==> src/rtl/spi_pkg.sv <==
// Shared SPI definitions: frame geometry, mode constants and the slave state encoding.
// Also intended for a companion spi_master.
package spi_pkg;

    localparam int SPI_FRAME_W = 8;
    localparam int SPI_CNT_W   = $clog2(SPI_FRAME_W);

    localparam logic       SPI_CPOL  = 1'b0;
    localparam logic       SPI_CPHA  = 1'b0;
    localparam logic [1:0] SPI_MODE0 = {SPI_CPOL, SPI_CPHA};

    typedef enum logic {
        ST_IDLE  = 1'b0,
        ST_SHIFT = 1'b1
    } spi_state_e;

    // MSB-first shift: the new bit enters at the LSB.
    function automatic logic [SPI_FRAME_W-1:0] spi_shl(input logic [SPI_FRAME_W-1:0] v,
                                                       input logic b);
        return {v[SPI_FRAME_W-2:0], b};
    endfunction

endpackage

==> src/rtl/spi_sync.sv <==
// Multi-flop synchronizer for one asynchronous input bit, with a selectable reset value.
module spi_sync #(
    parameter int   STAGES  = 2,
    parameter logic RST_VAL = 1'b0
) (
    input  logic clk,
    input  logic rst_n,
    input  logic d_i,
    output logic q_o
);

    logic [STAGES-1:0] sync_q;

    always_ff @(posedge clk or negedge rst_n) begin
        if (!rst_n) begin
            sync_q <= {STAGES{RST_VAL}};
        end else begin
            sync_q[0] <= d_i;
            for (int i = 1; i < STAGES; i++) begin
                sync_q[i] <= sync_q[i-1];
            end
        end
    end

    assign q_o = sync_q[STAGES-1];

endmodule

==> src/rtl/spi_slave.sv <==
// SPI mode-0 slave, oversampled on clk_sys-domain clk, with a one-entry transmit buffer.
// state    | meaning
// IDLE     | cs_n high: sclk ignored, miso tri-stated (driven 0, oe low)
// SHIFT    | cs_n low: shift bytes on sclk, reload tx after each 8th bit
module spi_slave
    import spi_pkg::*;
#(
    parameter int                     SYNC_STAGES = 2,
    parameter logic [SPI_FRAME_W-1:0] IDLE_BYTE   = 8'h00
) (
    input  logic                   clk,
    input  logic                   rst_n,
    input  logic                   sclk,
    input  logic                   cs_n,
    input  logic                   mosi,
    output logic                   miso,
    output logic                   miso_oe,
    input  logic [SPI_FRAME_W-1:0] tx_data,
    input  logic                   tx_valid,
    output logic                   tx_ready,
    output logic [SPI_FRAME_W-1:0] rx_data,
    output logic                   rx_valid,
    output logic                   tx_underrun,
    output logic                   busy
);

    logic sclk_s, cs_n_s, mosi_s;

    spi_sync #(.STAGES(SYNC_STAGES), .RST_VAL(1'b0)) u_sync_sclk (
        .clk(clk), .rst_n(rst_n), .d_i(sclk), .q_o(sclk_s)
    );
    spi_sync #(.STAGES(SYNC_STAGES), .RST_VAL(1'b1)) u_sync_cs_n (
        .clk(clk), .rst_n(rst_n), .d_i(cs_n), .q_o(cs_n_s)
    );
    spi_sync #(.STAGES(SYNC_STAGES), .RST_VAL(1'b0)) u_sync_mosi (
        .clk(clk), .rst_n(rst_n), .d_i(mosi), .q_o(mosi_s)
    );

    spi_state_e             state_q, state_d;
    logic                   sclk_hist_q, cs_n_hist_q;
    logic [SPI_FRAME_W-1:0] tx_sr_q, tx_sr_d;
    logic [SPI_FRAME_W-1:0] rx_sr_q, rx_sr_d;
    logic [SPI_FRAME_W-1:0] buf_q, buf_d;
    logic [SPI_FRAME_W-1:0] rx_data_q, rx_data_d;
    logic [SPI_CNT_W-1:0]   bit_cnt_q, bit_cnt_d;
    logic                   buf_full_q, buf_full_d;
    logic                   rx_valid_q, rx_valid_d;
    logic                   underrun_q, underrun_d;
    logic                   sclk_rise, sclk_fall, cs_fall, load;

    assign sclk_rise = sclk_s & ~sclk_hist_q;
    assign sclk_fall = ~sclk_s & sclk_hist_q;
    assign cs_fall   = cs_n_hist_q & ~cs_n_s;

    always_comb begin
        state_d    = state_q;
        tx_sr_d    = tx_sr_q;
        rx_sr_d    = rx_sr_q;
        bit_cnt_d  = bit_cnt_q;
        buf_d      = buf_q;
        buf_full_d = buf_full_q;
        rx_data_d  = rx_data_q;
        rx_valid_d = 1'b0;
        underrun_d = 1'b0;
        load       = 1'b0;

        case (state_q)
            ST_IDLE: begin
                if (cs_fall) begin
                    state_d   = ST_SHIFT;
                    bit_cnt_d = '0;
                    rx_sr_d   = '0;
                    load      = 1'b1;
                end
            end
            ST_SHIFT: begin
                if (cs_n_s) begin
                    state_d   = ST_IDLE;
                    bit_cnt_d = '0;
                    rx_sr_d   = '0;
                    tx_sr_d   = '0;
                end else if (sclk_rise) begin
                    rx_sr_d   = spi_shl(rx_sr_q, mosi_s);
                    bit_cnt_d = bit_cnt_q + SPI_CNT_W'(1);
                    if (bit_cnt_q == SPI_CNT_W'(SPI_FRAME_W - 1)) begin
                        rx_data_d  = spi_shl(rx_sr_q, mosi_s);
                        rx_valid_d = 1'b1;
                    end
                end else if (sclk_fall) begin
                    // Counter back at zero on a fall means the byte just completed.
                    if (bit_cnt_q == '0) begin
                        load = 1'b1;
                    end else begin
                        tx_sr_d = spi_shl(tx_sr_q, 1'b0);
                    end
                end
            end
            default: state_d = ST_IDLE;
        endcase

        if (load) begin
            if (buf_full_q) begin
                tx_sr_d    = buf_q;
                buf_full_d = 1'b0;
            end else begin
                tx_sr_d    = IDLE_BYTE;
                underrun_d = 1'b1;
            end
        end

        // A consume only happens while full, so it never coincides with an accepted write.
        if (tx_valid && !buf_full_q) begin
            buf_d      = tx_data;
            buf_full_d = 1'b1;
        end
    end

    always_ff @(posedge clk or negedge rst_n) begin
        if (!rst_n) begin
            state_q     <= ST_IDLE;
            sclk_hist_q <= 1'b0;
            cs_n_hist_q <= 1'b1;
            tx_sr_q     <= '0;
            rx_sr_q     <= '0;
            buf_q       <= '0;
            buf_full_q  <= 1'b0;
            rx_data_q   <= '0;
            bit_cnt_q   <= '0;
            rx_valid_q  <= 1'b0;
            underrun_q  <= 1'b0;
        end else begin
            state_q     <= state_d;
            sclk_hist_q <= sclk_s;
            cs_n_hist_q <= cs_n_s;
            tx_sr_q     <= tx_sr_d;
            rx_sr_q     <= rx_sr_d;
            buf_q       <= buf_d;
            buf_full_q  <= buf_full_d;
            rx_data_q   <= rx_data_d;
            bit_cnt_q   <= bit_cnt_d;
            rx_valid_q  <= rx_valid_d;
            underrun_q  <= underrun_d;
        end
    end

    assign busy        = (state_q == ST_SHIFT);
    assign miso_oe     = busy && !cs_n_s;
    assign miso        = miso_oe ? tx_sr_q[SPI_FRAME_W-1] : 1'b0;
    assign tx_ready    = ~buf_full_q;
    assign rx_data     = rx_data_q;
    assign rx_valid    = rx_valid_q;
    assign tx_underrun = underrun_q;

endmodule

==> config.mk <==
export PLATFORM = sky130hd
export DESIGN_NAME = spi_slave
export DESIGN_NICKNAME = d
export VERILOG_FILES = /design/src/rtl/spi_pkg.sv /design/src/rtl/spi_sync.sv /design/src/rtl/spi_slave.sv
export SDC_FILE = /design/constraint.sdc
export NUM_CORES = 1
export LEC_CHECK = 0
export ABC_AREA = 1
export CAP_MARGIN = 30
export CORE_ASPECT_RATIO = 1.5
export CORE_MARGIN = 8
export CORE_UTILIZATION = 30
export DETAILED_ROUTE_END_ITERATION = 10
export MAX_ROUTING_LAYER = met4
export PLACE_DENSITY = 0.57
export SLEW_MARGIN = 20
export SYNTH_ARGS = -nofsm -noshare
export SYNTH_HDL_FRONTEND = slang
export SYNTH_HIERARCHICAL = 1
export SYNTH_SLANG_ARGS = --single-unit
==> constraint.sdc <==
create_clock -name clk -period 2.15 [get_ports clk]
set_clock_uncertainty 0.1 [all_clocks]
set_input_delay 0.43 -clock clk [delete_from_list [all_inputs] [get_ports clk]]
set_output_delay 0.43 -clock clk [all_outputs]
set_load 0.05 [all_outputs]
==> results of run 1 <==
flip-flops by register name, summed over array words and instances (netlist names), 2 cells and up:
register and cells:
rx_data 8, buf_q 8, u_sync_mosi/sync_q 2, rx_sr_q 7, u_sync_sclk/sync_q 2, tx_sr_q 8
bit_cnt_q 3, u_sync_cs_n/sync_q 2
worst register-to-register path: stages, from the launching register on:
cell and delay, ns:
dfrtp_1 0.39, inv_1 0.09, ha_1 0.15, inv_1 0.04, nor2_1 0.16, nand3_4 0.14
nand2_2 0.20, nor2_2 0.07, nor2_4 0.17, nand2_1 0.09, nand2_1 0.06
layout by cell type (no fill, tap or decap):
cell type,Yosys,final
a21oi_1,7,7
and3_1,1,1
buf_12,0,1
buf_2,2,1
buf_4,1,4
bufinv_16,0,2
clkbuf_8,0,5
clkdlybuf4s50_1,0,23
clkinv_4,0,1
dfrtp_1,43,43
dfstp_2,3,3
ha_1,3,3
inv_1,19,19
inv_2,3,3
mux2_2,8,8
nand2_1,65,65
nand2_2,4,4
nand3_1,5,5
nand3_2,4,4
nand3_4,1,1
nand3b_1,7,7
nor2_1,7,7
nor2_2,2,2
nor2_4,3,3
o21ai_0,8,8
o21ai_2,7,7
o22ai_2,1,1
power breakdown:
part           switching, mW  leakage, nW  total, mW  internal (mW)
clock network          0.292       0.0683      0.758          0.466
logic                  0.241        0.550      0.430          0.190
registers             0.0868        0.594       1.09           1.00
total                  0.620         1.21       2.28           1.66
final timing paths:
kind / to / slack, ns / cells after the start
hold reg to reg: u_sync_mosi/sync_q[1] / 0.26 / 0
min in group clk: u_sync_mosi/sync_q[1] / 0.26 / 0
hold / removal: buf_q[2] / 0.11 / 2
setup / recovery: busy / 0.13 / 1
setup reg to reg: tx_sr_q[6] / 0.43 / 10
max in group asynchronous: u_sync_sclk/sync_q[0] / 1.45 / 2
logic make-up (layout without fill, tap and decap cells):
logic type	after synthesis	count (layout)
simple gates	99	99
flops	46	46
buf+inv	28	59
compound gates	23	23
mux	8	8
fa+ha+maj	3	3
layer usage:
layer / GRT usage [%] / share of wire, % / up-vias
li1: - / - / 711
met1: 8.69 / 44 / 658
met2: 15.5 / 51 / 25
met3: 1.87 / 2.8 / 4
met4: 4.16 / 1.9 / 0
met5: - / 0 / -
layout make-up:
class | count | area [sq um] | area share [%]
Tap cell | 78 | 97.6 | 3.88
Sequential cell | 46 | 1150 | 45.9
Clock inverter | 3 | 68.8 | 2.73
Multi-Input combinational cell | 133 | 759 | 30.2
Timing Repair Buffer | 29 | 285 | 11.3
Clock buffer | 5 | 68.8 | 2.73
Inverter | 22 | 82.6 | 3.28
through the flow:
step	setup WS, ns	area, sq um	util (%)	power, mW
6_report	0.129	2520	37.2	2.28
5_1_grt	0.0692	2520	37.2	2.42
4_1_cts	0.107	2520	37.2	2.31
3_5_place_dp	0.427	2380	35.2	1.55
3_3_place_gp	0.417	2380	35.2	1.54
2_1_floorplan	0.344	2050	-	1.42
==> results_tabular.tex, run 1 <==
\begin{tabular}{lr}
\hline
Metric & Value \\
\hline
\multicolumn{2}{l}{\textbf{Clock tree}} \\
Number of levels in the clock H-tree & 2 \\
Number of resized instances in the post-cts repair step & 0 \\
Cts-stage hold buffer count & 0 \\
Root Buffer Master & clkbuf\_8 \\
CTS buffer count & 5 \\
Clock transition at the register clock pins on the worst setup and hold paths after CTS & 0.09 ns \\
Post-CTS setup buffers & 0 \\
Worst-Skew Late Latency & 0.29 ns \\
Clock tree from TritonCTS & yes \\
Number of buffers on the longest clock path & 2 \\
Clk sink count & between 40 and 50 \\
\multicolumn{2}{l}{\textbf{Layout}} \\
FILL cells & a little under 700 \\
Fraction of final layout cells with drive strength greater than 1 & 21.0\% \\
Antenna Diode Count & 0 \\
Post-route insts no fill & 316 \\
Net count reported at finish & 254 \\
Synth-to-layout area growth & 22.9\% \\
\multicolumn{2}{l}{\textbf{Yosys}} \\
Area fraction in compound gates after synthesis & 7.27\% \\
Netlist Area Pre-Place & 0.00205 sq mm \\
Dominant combinational cell family by area after synthesis & simple AND/OR/NAND/NOR gates \\
Synthesized area divided by synthesized cell count & 9.89 sq um \\
Number of storage elements in the synthesis netlist & 46 \\
Synth area leaders & dfrtp\_1, nand2\_1, mux2\_2 \\
Share of flip-flops with an asynchronous set or reset & 100\% \\
Most common cell in the netlist & nand2\_1 \\
Register area share after synthesis & a little under three fifths \\
Simple-gate area share of the yosys netlist & 23.6\% \\
Share of synthesized cell area in full adder, half adder and majority cells & between 1.5 and 2\% \\
Number of library cell types mapped by synthesis & 23 \\
Library cell with the largest summed area after synthesis & dfrtp\_1 \\
Number of instances in the synthesized netlist & 207 \\
Post-synth top flop & dfrtp\_1 \\
Most used standard cells in the synthesized netlist & nand2\_1, dfrtp\_1, inv\_1, mux2\_2, o21ai\_0 \\
Post-synthesis mux area share & 4.40\% \\
Net count after synthesis & approximately 220 \\
Area share of the largest cell type after synthesis & 52.5\% \\
XOR/XNOR share of the synthesized area & 0\% \\
Number of synthesized flops with an enable pin & 0 \\
Warnings from Yosys & 6 \\
\multicolumn{2}{l}{\textbf{Critical path}} \\
Critical path fanouts, max & 3 \\
Category of the worst setup path capture point & primary output \\
Sequence of cells on the critical path & clkdlybuf4s50\_1 \\
CP Buf/Inv Count & 1 \\
Startpoint kind of the worst setup timing path & flip-flop \\
Crit path max-delay family & buffers and inverters \\
WP data required & 1.62 ns \\
CP arrival & approximately 1.5 ns \\
Maximum cell stage delay along the critical path & slightly above 0.8 ns \\
Path type of the worst setup path & reg2out \\
Slowest cell on the critical path & clkdlybuf4s50\_1 \\
Reg2reg start & bit\_cnt\_q[1] \\
Critical Path Start & busy \\
\multicolumn{2}{l}{\textbf{Drt}} \\
Routed via count & 1398 \\
Wire length after detailed routing & 3700 microns \\
DRC & 0 \\
Average vias per placed instance & 4.42 \\
Average detailed-routed wire length per instance & 11.7 microns \\
Number of nets with antenna violations after detailed routing & 0 \\
Number of detailed-routing iterations run before antenna repair & 4 \\
Starting DRT DRC Count & 54 \\
\multicolumn{2}{l}{\textbf{Floorplanning}} \\
Core Rows & 37 \\
I/O Pins & 28 \\
Vertical extent of the die & 117 microns \\
Effective utilization at floorplan & between 30\% and 40\% \\
Overall die width & roughly 83 microns \\
Standard cell core area & 0.00676 sq mm \\
Area of the die & just under 0.01 sq mm \\
\multicolumn{2}{l}{\textbf{Run status}} \\
Status & completed \\
\multicolumn{2}{l}{\textbf{Global routing}} \\
Vias in the first global route & 1466 \\
Pin count of the biggest net entering global routing & 47 \\
First-pass GRT wire length & 6700 microns \\
Tot GR Track Use & 8.57\% \\
Total global routing overflow & 0 \\
Antenna violations before repair & 0 \\
\multicolumn{2}{l}{\textbf{Timing}} \\
Hold Worst Slack & $\sim$0.11 ns \\
Hold Violations, Final & 0 \\
Max Clock Freq & 0.495 GHz \\
Ratio of final minimum period to clock period & 94.0\% \\
Pins Over Slew Limit & 0 \\
Relative slew slack & between 60\% and 70\% \\
Setup violation total in the final timing report & 0 \\
Measured slew at the worst slew-check pin & 0.575 ns \\
Setup repair after global routing missed its margin & false \\
Total Negative Setup Slacks & 0 ns \\
Post-route minimum period & 2.02 ns \\
\multicolumn{2}{l}{\textbf{Placed design}} \\
Hpwl dp & roughly 2700 microns \\
Count of port buffers added during placement & 27 \\
Cells after DPL & approximately 300 \\
RePlAce Congestion & a little over 0.8 \\
\multicolumn{2}{l}{\textbf{Job}} \\
Count of max-cap constraint violations & 0 \\
\multicolumn{2}{l}{\textbf{Power}} \\
VDD IR-drop max & 0.495 mV \\
Cell Pwr Density & 905 mW/mm\^{}2 \\
Leakage power figure & 1.21 nW \\
\multicolumn{2}{l}{\textbf{Min path}} \\
Type of the worst min-delay path & in2async \\
\hline
\end{tabular}
No activity file was read; power rests on OpenSTA's default activity.
==> run 2, diff against run 1 <==
Settings changed: CAP_MARGIN 30 to 20, PLACE_DENSITY 0.57 to default, PLACE_DENSITY_LB_ADDON from default to 0.3.
==> run 2 against run 1 <==
Against the previous run:
- clock-buffer cell count up 2
- cell area down 1.1%
- die area unchanged
- routed wire length up 6.1%
- clock power down 23%
- flip-flop and latch count unchanged
- first-iteration DRC count down 9.3%
- global-route usage up 0.25 points
- utilization down 0.41 points
- critical path depth unchanged
- hold slack worse by 0.081 ns
- largest cell class unchanged
==> results_tabular.tex, run 2 (synthesized netlist as in run 1, its figures left out) <==
\begin{tabular}{lr}
\hline
Metric & Value \\
\hline
\multicolumn{2}{l}{\textbf{Layout}} \\
Synth-to-layout area growth & 21.6\% \\
Net count reported at finish & 255 (+0.39\%) \\
Commonest cells after routing, fill and taps aside & nand2\_1, dfrtp\_1, clkdlybuf4s50\_1 \\
Antenna Diode Count & 0 (unchanged) \\
Combined area of the multi-input logic cells & 759 sq um (unchanged) \\
Combined flip-flop and latch cell area & 0.00115 sq mm (unchanged) \\
Fraction of final layout cells with drive strength greater than 1 & 21.8\% (+0.75 points) \\
Final instance area & 0.00249 sq mm (-1.1\%) \\
Most common cell after layout, fill and taps aside & nand2\_1 \\
FILL cells & 685 (unchanged) \\
\multicolumn{2}{l}{\textbf{Timing}} \\
Relative slew slack & 59.3\% (-2.4 points) \\
Measured slew at the worst slew-check pin & 0.610 ns (+0.0353 ns) \\
Hold Violations, Final & 0 (unchanged) \\
Setup repair after global routing missed its margin & false \\
Pins Over Slew Limit & 0 (unchanged) \\
Max Clock Freq & 0.494 GHz (about the same) \\
PnR worst setup slack & 0.128 ns (-0.00108 ns) \\
Setup violation total in the final timing report & 0 (unchanged) \\
Total Negative Setup Slacks & 0 ns (unchanged) \\
Hold Worst Slack & 0.0277 ns (-0.0807 ns) \\
Post-route minimum period & 2.02 ns (+0.00108 ns) \\
Ratio of final minimum period to clock period & 94.1\% (about the same) \\
\multicolumn{2}{l}{\textbf{Placed design}} \\
Placement Cell Area & 0.00238 sq mm (+0.21\%) \\
RePlAce Congestion & 0.813 (-2.2\%) \\
Worst setup slack before clock tree synthesis & 0.385 ns (-0.0420 ns) \\
Hpwl dp & 2960 microns (+8.6\%) \\
Count of port buffers added during placement & 27 (unchanged) \\
\multicolumn{2}{l}{\textbf{Job}} \\
Count of max-cap constraint violations & 0 (unchanged) \\
\multicolumn{2}{l}{\textbf{Clock tree}} \\
Clock tree from TritonCTS & yes \\
Post-CTS setup buffers & 0 (unchanged) \\
Number of buffers on the longest clock path & 2 (unchanged) \\
Cts-stage hold buffer count & 0 (unchanged) \\
Number of resized instances in the post-cts repair step & 0 (unchanged) \\
Number of levels in the clock H-tree & 2 (unchanged) \\
CTS buffer count & 5 (unchanged) \\
Clk sink count & 46 (unchanged) \\
Worst-Skew Late Latency & 0.30 ns (about the same) \\
Root Buffer Master & clkbuf\_8 \\
Clock transition at the register clock pins on the worst setup and hold paths after CTS & 0.09 ns (about the same) \\
\multicolumn{2}{l}{\textbf{Critical path}} \\
Setup slack of the most critical reg-to-reg path & 0.38 ns (-0.05 ns) \\
Sequence of cells on the critical path & clkdlybuf4s50\_1 \\
Crit path max-delay family & buffers and inverters \\
Startpoint kind of the worst setup timing path & flip-flop \\
CP arrival & 1.49 ns (about the same) \\
CP Buf/Inv Count & 1 (unchanged) \\
Slowest cell on the critical path & clkdlybuf4s50\_1 \\
FF-to-FF End & tx\_sr\_q[5] \\
Reg2reg start & bit\_cnt\_q[1] \\
Maximum cell stage delay along the critical path & 0.81 ns (about the same) \\
WP data required & 1.62 ns (about the same) \\
Critical path fanouts, max & 2 (-1) \\
Worst R2R Path Depth & 10 (unchanged) \\
Path type of the worst setup path & reg2out \\
Category of the worst setup path capture point & primary output \\
\multicolumn{2}{l}{\textbf{Global routing}} \\
Tot GR Track Use & 8.82\% (+0.25 points) \\
First-pass GRT wire length & 6870 microns (+2.6\%) \\
Pin count of the biggest net entering global routing & 29 (-38\%) \\
Total global routing overflow & 0 (unchanged) \\
Antenna violations before repair & 0 (unchanged) \\
Vias in the first global route & 1488 (+1.5\%) \\
\multicolumn{2}{l}{\textbf{Floorplanning}} \\
Overall die width & 83.5 microns (unchanged) \\
Area of the die & 0.00978 sq mm (unchanged) \\
Vertical extent of the die & 117 microns (unchanged) \\
I/O Pins & 28 (unchanged) \\
Standard cell core area & 0.00676 sq mm (unchanged) \\
Effective utilization at floorplan & 30.3\% (unchanged) \\
Core Rows & 37 (unchanged) \\
\multicolumn{2}{l}{\textbf{Power}} \\
Leakage power figure & 1.20 nW (-0.66\%) \\
Overall power consumption & 2.11 mW (-7.4\%) \\
VDD IR-drop max & 0.610 mV (+23\%) \\
Cell Pwr Density & 847 mW/mm\^{}2 (-6.4\%) \\
\multicolumn{2}{l}{\textbf{Drt}} \\
Average vias per placed instance & 4.50 (+1.8\%) \\
Wire length after detailed routing & 3930 microns (+6.1\%) \\
Starting DRT DRC Count & 49 (-9.3\%) \\
Number of detailed-routing iterations run before antenna repair & 5 (+1) \\
Average detailed-routed wire length per instance & 12.4 microns (+5.8\%) \\
Number of nets with antenna violations after detailed routing & 0 (unchanged) \\
Routed via count & 1427 (+2.1\%) \\
DRC & 0 (unchanged) \\
\multicolumn{2}{l}{\textbf{Run status}} \\
Status & completed \\
\multicolumn{2}{l}{\textbf{Min path}} \\
Type of the worst min-delay path & in2async \\
\hline
\end{tabular}
[run 2: cell types whose count changed in the layout (fill, tap and decap cells not counted)]
cell             change
buf_4                +2
bufinv_16            -2
clkbuf_8             +2
clkdlybuf4s50_1      -1
[run 2: worst max path at each step]
stage,start,cells after the start,endpoint,slack (ns)
floorplan,busy,3,miso_oe,0.34
global placement,bit_cnt_q[1],10,tx_sr_q[1],0.42
detailed placement,bit_cnt_q[1],10,tx_sr_q[1],0.39
CTS,rx_data[7],1,rx_data[7],0.11
global route,rx_data[7],1,rx_data[7],0.06
finish,rx_data[7],1,rx_data[7],0.13
[run 2: cell type report]
type | instances | share of cell area (%)
tap | 78 | 3.92
inverter | 22 | 3.32
timing repair buffer | 30 | 11.7
clock inverter | 1 | 0.352
clock buffer | 7 | 3.87
sequential | 46 | 46.4
multi-input combinational | 133 | 30.5
[run 2: power breakdown]
part,total (mW),internal [mW],switching (mW)
combinational,0.438,0.190,0.248
clock,0.582,0.295,0.287
sequential,1.09,1.00,0.0858
total,2.11,1.49,0.621
[run 2: routing by layer]
| metal | part of all wire [%] | GRT usage [%] | vias up |
|---|---|---|---|
| met5 | 0 | - | - |
| met3 | 2.3 | 1.87 | 7 |
| met1 | 43 | 9.45 | 683 |
| li1 | - | - | 713 |
| met4 | 2.3 | 4.05 | 0 |
| met2 | 53 | 15.4 | 24 |
[run 2: per-stage QoR]
step | instances | util, %
after floorplan | 207 | -
after global placement | 309 | 35.3
after detailed placement | 309 | 35.3
after CTS | 317 | 36.8
after global routing | 317 | 36.8
final | 317 | 36.8
==> run 3, diff against run 2 <==
Settings changed: CORE_UTILIZATION 30 to 35, PLACE_DENSITY_LB_ADDON 0.3 to default.
==> run 3 against run 2 <==
Against the previous run:
- the run now ends with negative hold slack left
- utilization grew 6.5 points
- register-to-register slack gained 0.04 ns
- sequential power barely moved
- clock-buffer cell count down 2
- highest routed layer unchanged
- largest cell class unchanged
- die area shrank 12%
- non-clock buffer count shrank 1
- via count shrank 0.98%
- final cell count down 2.2%
- routed wire length decreased by 0.36%
- cell area about the same
- critical path type unchanged
- global-route usage rose by 1.6 points
==> results_tabular.tex, run 3 (synthesized netlist as in run 1, its figures left out) <==
\begin{tabular}{lr}
\hline
Metric & Value \\
\hline
\multicolumn{2}{l}{\textbf{Drt}} \\
Routed via count & 1413 (-0.98\%) \\
DRC & 0 (unchanged) \\
Starting DRT DRC Count & 113 (+130\%) \\
Wire length after detailed routing & 3910 microns (-0.36\%) \\
Number of detailed-routing iterations run before antenna repair & 4 (-1) \\
Average vias per placed instance & 4.56 (+1.3\%) \\
Number of nets with antenna violations after detailed routing & 0 (unchanged) \\
Average detailed-routed wire length per instance & 12.6 microns (+1.9\%) \\
\multicolumn{2}{l}{\textbf{Timing}} \\
Ratio of final minimum period to clock period & 93.1\% (-0.95 points) \\
Total Negative Setup Slacks & 0 ns (unchanged) \\
Measured slew at the worst slew-check pin & 0.508 ns (-0.102 ns) \\
Setup repair after global routing missed its margin & false \\
Post-route minimum period & 2.00 ns (-0.0203 ns) \\
Setup violation total in the final timing report & 0 (unchanged) \\
Hold Worst Slack & -0.00492 ns (-0.0327 ns) \\
Hold Violations, Final & 5 (+5) \\
PnR worst setup slack & 0.148 ns (+0.0203 ns) \\
Pins Over Slew Limit & 0 (unchanged) \\
Max Clock Freq & 0.500 GHz (+1.0\%) \\
Relative slew slack & 66.0\% (+6.7 points) \\
\multicolumn{2}{l}{\textbf{Global routing}} \\
Pin count of the biggest net entering global routing & 27 (-6.9\%) \\
Tot GR Track Use & 10.4\% (+1.6 points) \\
First-pass GRT wire length & 6880 microns (+0.10\%) \\
Vias in the first global route & 1506 (+1.2\%) \\
Antenna violations before repair & 0 (unchanged) \\
Total global routing overflow & 0 (unchanged) \\
\multicolumn{2}{l}{\textbf{Clock tree}} \\
Worst-Skew Late Latency & 0.29 ns (about the same) \\
Root Buffer Master & clkbuf\_8 \\
CTS buffer count & 5 (unchanged) \\
Clock tree from TritonCTS & yes \\
Clock transition at the register clock pins on the worst setup and hold paths after CTS & 0.09 ns (about the same) \\
Post-CTS setup buffers & 0 (unchanged) \\
Clk sink count & 46 (unchanged) \\
Number of levels in the clock H-tree & 2 (unchanged) \\
Cts-stage hold buffer count & 0 (unchanged) \\
Number of resized instances in the post-cts repair step & 0 (unchanged) \\
Number of buffers on the longest clock path & 2 (unchanged) \\
\multicolumn{2}{l}{\textbf{Min path}} \\
Type of the worst min-delay path & in2async \\
\multicolumn{2}{l}{\textbf{Layout}} \\
Most common cell after layout, fill and taps aside & nand2\_1 \\
Antenna Diode Count & 0 (unchanged) \\
Commonest cells after routing, fill and taps aside & nand2\_1, dfrtp\_1, clkdlybuf4s50\_1 \\
Utilization after layout & 43.4\% (+6.5 points) \\
Fraction of final layout cells with drive strength greater than 1 & 21.4\% (-0.33 points) \\
FILL cells & 568 (-17\%) \\
Net count reported at finish & 254 (-0.39\%) \\
Final instance area & 0.00249 sq mm (about the same) \\
Post-route insts no fill & 310 (-2.2\%) \\
Combined area of the multi-input logic cells & 759 sq um (unchanged) \\
Combined flip-flop and latch cell area & 0.00115 sq mm (unchanged) \\
Synth-to-layout area growth & 21.6\% (about the same) \\
\multicolumn{2}{l}{\textbf{Placed design}} \\
Worst setup slack before clock tree synthesis & 0.428 ns (+0.0422 ns) \\
Hpwl dp & 2970 microns (about the same) \\
Count of port buffers added during placement & 27 (unchanged) \\
RePlAce Congestion & 0.829 (+2.0\%) \\
Cells after DPL & 302 (-2.3\%) \\
Placement Cell Area & 0.00238 sq mm (-0.11\%) \\
\multicolumn{2}{l}{\textbf{Floorplanning}} \\
Vertical extent of the die & 110 microns (-6.4\%) \\
I/O Pins & 28 (unchanged) \\
Overall die width & 78.5 microns (-6.0\%) \\
Core Rows & 34 (-8.1\%) \\
Area of the die & 0.00861 sq mm (-12\%) \\
Standard cell core area & 0.00574 sq mm (-15\%) \\
Effective utilization at floorplan & 35.7\% (+5.4 points) \\
\multicolumn{2}{l}{\textbf{Run status}} \\
Status & finished with violations \\
Violations in the final reports & negative hold slack \\
\multicolumn{2}{l}{\textbf{Critical path}} \\
CP arrival & 1.47 ns (-0.02 ns) \\
Path type of the worst setup path & reg2out \\
CP Buf/Inv Count & 1 (unchanged) \\
Critical path fanouts, max & 2 (unchanged) \\
Startpoint kind of the worst setup timing path & flip-flop \\
Sequence of cells on the critical path & clkdlybuf4s50\_1 \\
Crit path max-delay family & buffers and inverters \\
Category of the worst setup path capture point & primary output \\
WP data required & 1.62 ns (about the same) \\
Slowest cell on the critical path & clkdlybuf4s50\_1 \\
Maximum cell stage delay along the critical path & 0.81 ns (about the same) \\
\multicolumn{2}{l}{\textbf{Power}} \\
VDD IR-drop max & 0.460 mV (-25\%) \\
Overall power consumption & 2.17 mW (+2.8\%) \\
Leakage power figure & 1.21 nW (+0.27\%) \\
Cell Pwr Density & 870 mW/mm\^{}2 (+2.8\%) \\
\multicolumn{2}{l}{\textbf{Job}} \\
Count of max-cap constraint violations & 0 (unchanged) \\
\hline
\end{tabular}
run 3: per-layer routing:
metal	wire (microns)	vias up	part of all wire (%)	GRT usage [%]
met3	122	6	3.1	2.78
met1	1700	667	43	11.0
li1	-	713	-	-
met4	65	0	1.7	3.99
met5	0	-	0	-
met2	2030	27	52	18.2
run 3: path summary, 6_finish.rpt:
kind	start	end	slack, ns	cells past startpoint
worst max-delay path	rx_data[7]	rx_data[7]	0.15	1
worst min-delay path	rst_n	buf_full_q	-0.005	1
worst max register to register	bit_cnt_q[0]	tx_sr_q[5]	0.42	10
worst min register to register	u_sync_sclk/sync_q[0]	u_sync_sclk/sync_q[1]	0.25	0
max in group asynchronous	rst_n	rx_data[1]	1.45	2
min in group clk	u_sync_sclk/sync_q[0]	u_sync_sclk/sync_q[1]	0.25	0
run 3: worst register-to-register path: stages (launching register included):
cell and delay [ns]:
dfrtp_1 0.42, inv_1 0.07, ha_1 0.14, inv_1 0.04, nor2_1 0.16, nand3_4 0.14
nand2_2 0.21, nor2_2 0.07, nor2_4 0.15, nand2_1 0.08, nand2_1 0.08
run 3: cell type report:
type                    instances  area share, %
clock inverters                 3           1.61
clock buffers                   5           2.76
multi-input cells             133           30.5
inverters                      22           3.31
flip-flops and latches         46           46.4
well taps                      72           3.62
repair buffers                 29           11.9
run 3: power breakdown:
| part | total [mW] | internal (mW) | switching, mW |
|---|---|---|---|
| registers | 1.10 | 1.00 | 0.0951 |
| clock network | 0.629 | 0.342 | 0.287 |
| logic | 0.441 | 0.192 | 0.249 |
